[src/rtl/saturating_pkg.sv]
// Shared types and width-generic saturating arithmetic helpers.
// Pure combinational functions; no state, latency or flow control here.
package saturating_pkg;

    typedef enum logic [1:0] {IDLE, RUN, EMPTY} state_t;

    // Static-only wrapper so one function body serves every operand width.
    virtual class sat_math #(parameter int W = 8);

        typedef struct packed {
            logic [W-1:0] value;
            logic         clamped;
        } sub_t;

        // Subtract at W+1 bits; a borrow floors the result at zero.
        static function sub_t sat_sub(input logic [W-1:0] a, input logic [W-1:0] b);
            logic [W:0] diff;
            sub_t       r;
            diff      = {1'b0, a} - {1'b0, b};
            r.clamped = diff[W];
            r.value   = diff[W] ? '0 : diff[W-1:0];
            return r;
        endfunction

        static function logic [W-1:0] sat_inc(input logic [W-1:0] v);
            return (&v) ? v : v + 1'b1;
        endfunction

    endclass

endpackage

[src/rtl/saturating_sub_stream_sat_counter.sv]
// Saturating event counter with synchronous clear; sticks at all-ones.
// Count updates one cycle after inc; no flow control (inc is never refused).
module sat_counter
    import saturating_pkg::*;
#(
    parameter int W = 4
) (
    input  logic         clk,
    input  logic         reset,
    input  logic         clear,
    input  logic         inc,
    output logic [W-1:0] count
);

    always_ff @(posedge clk) begin
        if (reset || clear) begin
            count <= '0;
        end else if (inc) begin
            count <= sat_math#(W)::sat_inc(count);
        end
    end

endmodule

[src/rtl/saturating_sub_stream.sv]
// Loadable accumulator that saturating-subtracts each accepted sample, flooring at 0.
// Latency 1 cycle accept-to-out_valid; in_ready drops while a result is stalled or budget is spent.
module saturating_sub_stream
    import saturating_pkg::*;
#(
    parameter int WIDTH             = 8,
    parameter int CLAMP_CNT_W       = 4,
    parameter bit LOAD_CLEARS_COUNT = 1'b1
) (
    input  logic                   clk,
    input  logic                   reset,
    input  logic                   load,
    input  logic [WIDTH-1:0]       load_value,
    input  logic                   in_valid,
    output logic                   in_ready,
    input  logic [WIDTH-1:0]       in_data,
    output logic                   out_valid,
    input  logic                   out_ready,
    output logic [WIDTH-1:0]       out_data,
    output logic                   out_clamped,
    output logic                   empty,
    output logic [CLAMP_CNT_W-1:0] clamp_count
);

    state_t           state_q;
    state_t           state_d;
    logic [WIDTH-1:0] acc_q;
    logic [WIDTH-1:0] sub_value;
    logic             sub_clamped;
    logic             accept;

    assign {sub_value, sub_clamped} = sat_math#(WIDTH)::sat_sub(acc_q, in_data);

    // A stalled result blocks new input so the held output is never overwritten.
    assign in_ready = (state_q == RUN) && !load && !(out_valid && !out_ready);
    assign accept   = in_valid && in_ready;
    assign empty    = (state_q != RUN);

    always_ff @(posedge clk) begin
        if (reset) begin
            state_q <= IDLE;
        end else begin
            state_q <= state_d;
        end
    end

    always_comb begin
        state_d = state_q;
        if (load) begin
            state_d = (load_value != '0) ? RUN : EMPTY;
        end else if (accept && (sub_value == '0)) begin
            state_d = EMPTY;
        end
    end

    always_ff @(posedge clk) begin
        if (reset) begin
            acc_q       <= '0;
            out_valid   <= 1'b0;
            out_data    <= '0;
            out_clamped <= 1'b0;
        end else if (load) begin
            acc_q     <= load_value;
            out_valid <= 1'b0;
        end else if (accept) begin
            acc_q       <= sub_value;
            out_data    <= sub_value;
            out_clamped <= sub_clamped;
            out_valid   <= 1'b1;
        end else if (out_valid && out_ready) begin
            out_valid <= 1'b0;
        end
    end

    sat_counter #(
        .W (CLAMP_CNT_W)
    ) u_clamp_cnt (
        .clk   (clk),
        .reset (reset),
        .clear (load && LOAD_CLEARS_COUNT),
        .inc   (accept && sub_clamped),
        .count (clamp_count)
    );

endmodule
[config.mk]
export PLATFORM = sky130hd
export DESIGN_NAME = saturating_sub_stream
export DESIGN_NICKNAME = d
export VERILOG_FILES = /design/src/rtl/saturating_pkg.sv /design/src/rtl/saturating_sub_stream_sat_counter.sv /design/src/rtl/saturating_sub_stream.sv
export SDC_FILE = /design/constraint.sdc
export NUM_CORES = 1
export LEC_CHECK = 0
export ABC_CLOCK_PERIOD_IN_PS = 3650
export CAP_MARGIN = 15
export CELL_PAD_IN_SITES_DETAIL_PLACEMENT = 2
export CELL_PAD_IN_SITES_GLOBAL_PLACEMENT = 2
export CORE_ASPECT_RATIO = 1.1
export CORE_MARGIN = 5
export CORE_UTILIZATION = 28
export CTS_CLUSTER_DIAMETER = 200
export DETAILED_ROUTE_END_ITERATION = 10
export PLACE_DENSITY_LB_ADDON = 0.1
export SLEW_MARGIN = 40
export SYNTH_ARGS = -nofsm -noshare
export SYNTH_HDL_FRONTEND = slang
export SYNTH_HIERARCHICAL = 1
export SYNTH_SLANG_ARGS = --single-unit
[constraint.sdc]
create_clock -name clk -period 3.65 [get_ports clk]
set_clock_uncertainty 0.2 [all_clocks]
set_input_delay 0.73 -clock clk [delete_from_list [all_inputs] [get_ports clk]]
set_output_delay 0.73 -clock clk [all_outputs]
set_load 0.02 [all_outputs]
==> summary.md <==
| Metric | Value |
|---|---|
| Routed wire length | `4780 um` |
| Hold EP | `out_data[3]` |
| Max rail drop VDD | `0.000165 V` |
| Post-Syn Instances | `179` |
| H-tree Lvls | `1` |
| Initial core utilization | `0.284` |
| Clock Root Buffer | `clkbuf_8` |
| Most frequent cells in the layout | `clkdlybuf4s50_1 (36), dfxtp_1 (24), nand2_1 (21)` |
| Slew Limit Fails | `0` |
| Via Count | `1452` |
| Clock share of power | `0.359` |
| Compound-cell area share of the yosys netlist | `0.229` |
| Drt initial violations | `54` |
| Post-synthesis mux area share | `0.0209` |
| Seq pwr share | `0.418` |
| CTS tree | `done` |
| XOR/XNOR share of the synthesized area | `0.0175` |
| Period utilization | `0.878` |
| Combinational Power Share | `0.223` |
| Worst r2r src | `acc_q[0]` |
| Worst reg2reg path endpoint | `acc_q[5]` |
| Tot Pwr | `662 uW` |
| Synthesized Nets | `211` |
| Worst R2R Setup Slack | `0.98 ns` |
| NumNets Final | `251` |
| Switching part of the total | `0.264` |
| CTS sink count | `24` |
| Tmin final | `3.20 ns` |
| Wire per inst | `16.3 um` |
| Initial antenna violation count | `0` |
| FMAX | `0.312 GHz` |
| Critical path capture point type | `register` |
| Number of cells on the worst hold path | `2` |
| Final hold violations | `0` |
| DIE HEIGHT | `86.8 um` |
| Post-CTS Hold Fix Bufs | `0` |
| Area grow syn2layout | `34.3%` |
| Crit path required time | `3.65 ns` |
| Hold Crit Start | `out_data[3]` |
| Synth cell types | `50` |
| DR vias/cell | `4.96` |
| Total grt overflow | `0` |
| Final WS setup | `0.446 ns` |
| Crit path DAT | `3.20 ns` |
| RSZ-0062 raised after global routing | `no` |
| DRT Pass-1 Iters | `4` |
| Share of cells above drive strength 1 | `0.0963` |
| Vias in the first global route | `1603` |
| Setup slack at placement | `0.158 ns` |
| Bufs and invs on worst path | `1` |
| Fraction of the mapped netlist area in simple logic gates | `0.248` |
| Clock Pin Slew Worst Setup and Hold Paths | `0.09 ns` |
| Setup CP Type | `input pin to register` |
| CP startpoint kind | `input pin` |
| Fin Hold WS | `0.263 ns` |
| HPWL Detailed | `3900 um` |
| Max incr delay on CP | `0.51 ns` |
| Io pins | `37` |
| Endpoints failing setup | `0` |
| # rows | `28` |
| Commonest non-fill, non-tap cell in the layout | `clkdlybuf4s50_1` |
| Sequential share of the synthesized area | `0.320` |
| Outcome | `completed` |
| Pwr Density | `329 nW/um^2` |
| Adder-Cell Fraction of Synth Area | `0.0967` |
| Mapped cell area | `1500 um^2` |
| Synthesized flop and latch total | `24` |
| Post-route insts no fill | `293` |
| Gr usage total | `0.145` |
| Worst Hold Class | `register to register` |
| Slowest CP cell | `or4_4` |
| Fill cells | `614` |
| Leak Pwr | `0.780 nW` |
| Final RePlAce weighted congestion | `0.760` |
| Switching power | `175 uW` |
| DRC violations left | `0` |
| Postcts setup bufs | `0` |
| Synthesis Warnings | `6` |
| CTS buffer count | `3` |
| Crit-path cells | `clkdlybuf4s50_1 > ha_1 > fa_1 > nand2b_1 > a21oi_2 > o2111ai_2 > and2_4 > or4_4 > a31oi_1` |
| CP delay by family, top | `simple AND/OR/NAND/NOR gates` |
| Longest Clk Path Bufs | `2` |
| Cell count after placement | `289` |
| Setup TNS | `0 ns` |
| PortBufs | `36` |
| DIE AREA | `6920 um^2` |
| DRT antenna net count | `0` |
| Relative slew margins | `0.691` |
| Pin count of the biggest net entering global routing | `23` |
| CORE AREA | `5290 um^2` |
| Largest family of logic cells by synthesized area | `simple AND/OR/NAND/NOR gates` |
| # diodes | `0` |
| Worst-Skew Late Latency | `0.27 ns` |
| Pint | `487 uW` |
| Crit-path max FO | `3` |
| Post-CTS Resized | `0` |
| Worst-case reg-to-reg path depth | `9` |
| Actual slew at the worst max-slew pin | `0.458 ns` |
| First-pass GRT wire length | `7940 um` |
| Max-cap viol count | `0` |
| Avg Cell Area, Syn | `8.38 um^2` |
| Die Wd | `79.8 um` |
routing by layer:
metal	global-route usage	share of wire
met4	0.0123	0.0023
met5	0	0
met1	0.169	0.43
met3	0.0333	0.033
met2	0.277	0.53
flip-flops by register name, indices dropped and copies added, names as in the netlist:
register / flops
out_clamped: 1
state_q: 2
out_valid: 1
acc_q: 8
u_clamp_cnt/count: 4
out_data: 8
per-stage QoR:
stage	cell area, um^2	utilization
floorplan	1500	-
global route	2010	0.381
detailed placement	1940	0.367
global placement	1940	0.367
finish	2010	0.381
CTS	2010	0.381
kinds of logic after synthesis:
logic type / Yosys count
mux: 3
compound gates: 53
flops: 24
fa+ha+maj: 11
simple gates: 65
xor+xnor: 3
buf+inv: 20
power groups by stage:
stage,Combinational (mW),Clock (mW),Sequential [mW]
3_5_place_dp,0.149,0,0.283
6_report,0.148,0.237,0.277
4_1_cts,0.150,0.246,0.277
5_1_grt,0.163,0.257,0.278
3_3_place_gp,0.143,0,0.283
2_1_floorplan,0.0888,0,0.282
worst max-delay path by stage:
| stage | from | endpoint | cells after the start |
|---|---|---|---|
| 6_report | in_data[0] | acc_q[5] | 9 |
| 5_1_grt | in_data[0] | u_clamp_cnt/count[3] | 10 |
| 4_1_cts | in_data[0] | acc_q[5] | 9 |
| 3_5_place_dp | in_data[0] | acc_q[5] | 9 |
| 3_3_place_gp | in_data[0] | acc_q[5] | 9 |
| 2_1_floorplan | load | u_clamp_cnt/count[3] | 8 |
tightest hold or removal path, stage by stage, from the launching register on:
cell and delay, ns:
dfxtp_1 0.32, nand2_1 0.05, a21oi_1 0.05
cell type report:
type	count	area, um^2	share of cell area
Tap cell	75	93.8	0.0466
Multi-Input combinational cell	135	918	0.456
Timing Repair Buffer	41	398	0.198
Clock buffer	3	41.3	0.0205
Inverter	14	52.6	0.0261
Clock inverter	1	30.0	0.0149
Sequential cell	24	480	0.239
synthesized netlist by cell type, drive strengths merged:
| cell | number | area share |
|---|---|---|
| a2111oi | 2 | 0.013 |
| a211oi | 2 | 0.010 |
| a21boi | 1 | 0.0050 |
| a21o | 2 | 0.010 |
| a21oi | 21 | 0.073 |
| a22oi | 2 | 0.010 |
| a31o | 1 | 0.0058 |
| a31oi | 6 | 0.025 |
| a41o | 1 | 0.0067 |
| and2 | 1 | 0.0058 |
| and3 | 2 | 0.0092 |
| buf | 1 | 0.0033 |
| clkbuf | 4 | 0.023 |
| dfxtp | 24 | 0.32 |
| dlygate4sd1 | 1 | 0.0058 |
| fa | 1 | 0.013 |
| ha | 10 | 0.083 |
| inv | 14 | 0.035 |
| mux2 | 1 | 0.0075 |
| mux2i | 2 | 0.013 |
| nand2 | 21 | 0.053 |
| nand2b | 7 | 0.034 |
| nand3 | 4 | 0.013 |
| nand3b | 6 | 0.030 |
| nand4 | 3 | 0.013 |
| nand4b | 1 | 0.0058 |
| nor2 | 9 | 0.024 |
| nor3 | 2 | 0.0067 |
| nor3b | 2 | 0.018 |
| o2111ai | 1 | 0.010 |
| o211ai | 3 | 0.015 |
| o21ai | 6 | 0.020 |
| o21bai | 1 | 0.0050 |
| o22a | 1 | 0.0058 |
| o311ai | 1 | 0.0058 |
| o31ai | 2 | 0.010 |
| or2 | 1 | 0.0042 |
| or3 | 2 | 0.0092 |
| or4 | 4 | 0.023 |
| xor2 | 3 | 0.018 |
(Power assumes the default switching activity.)
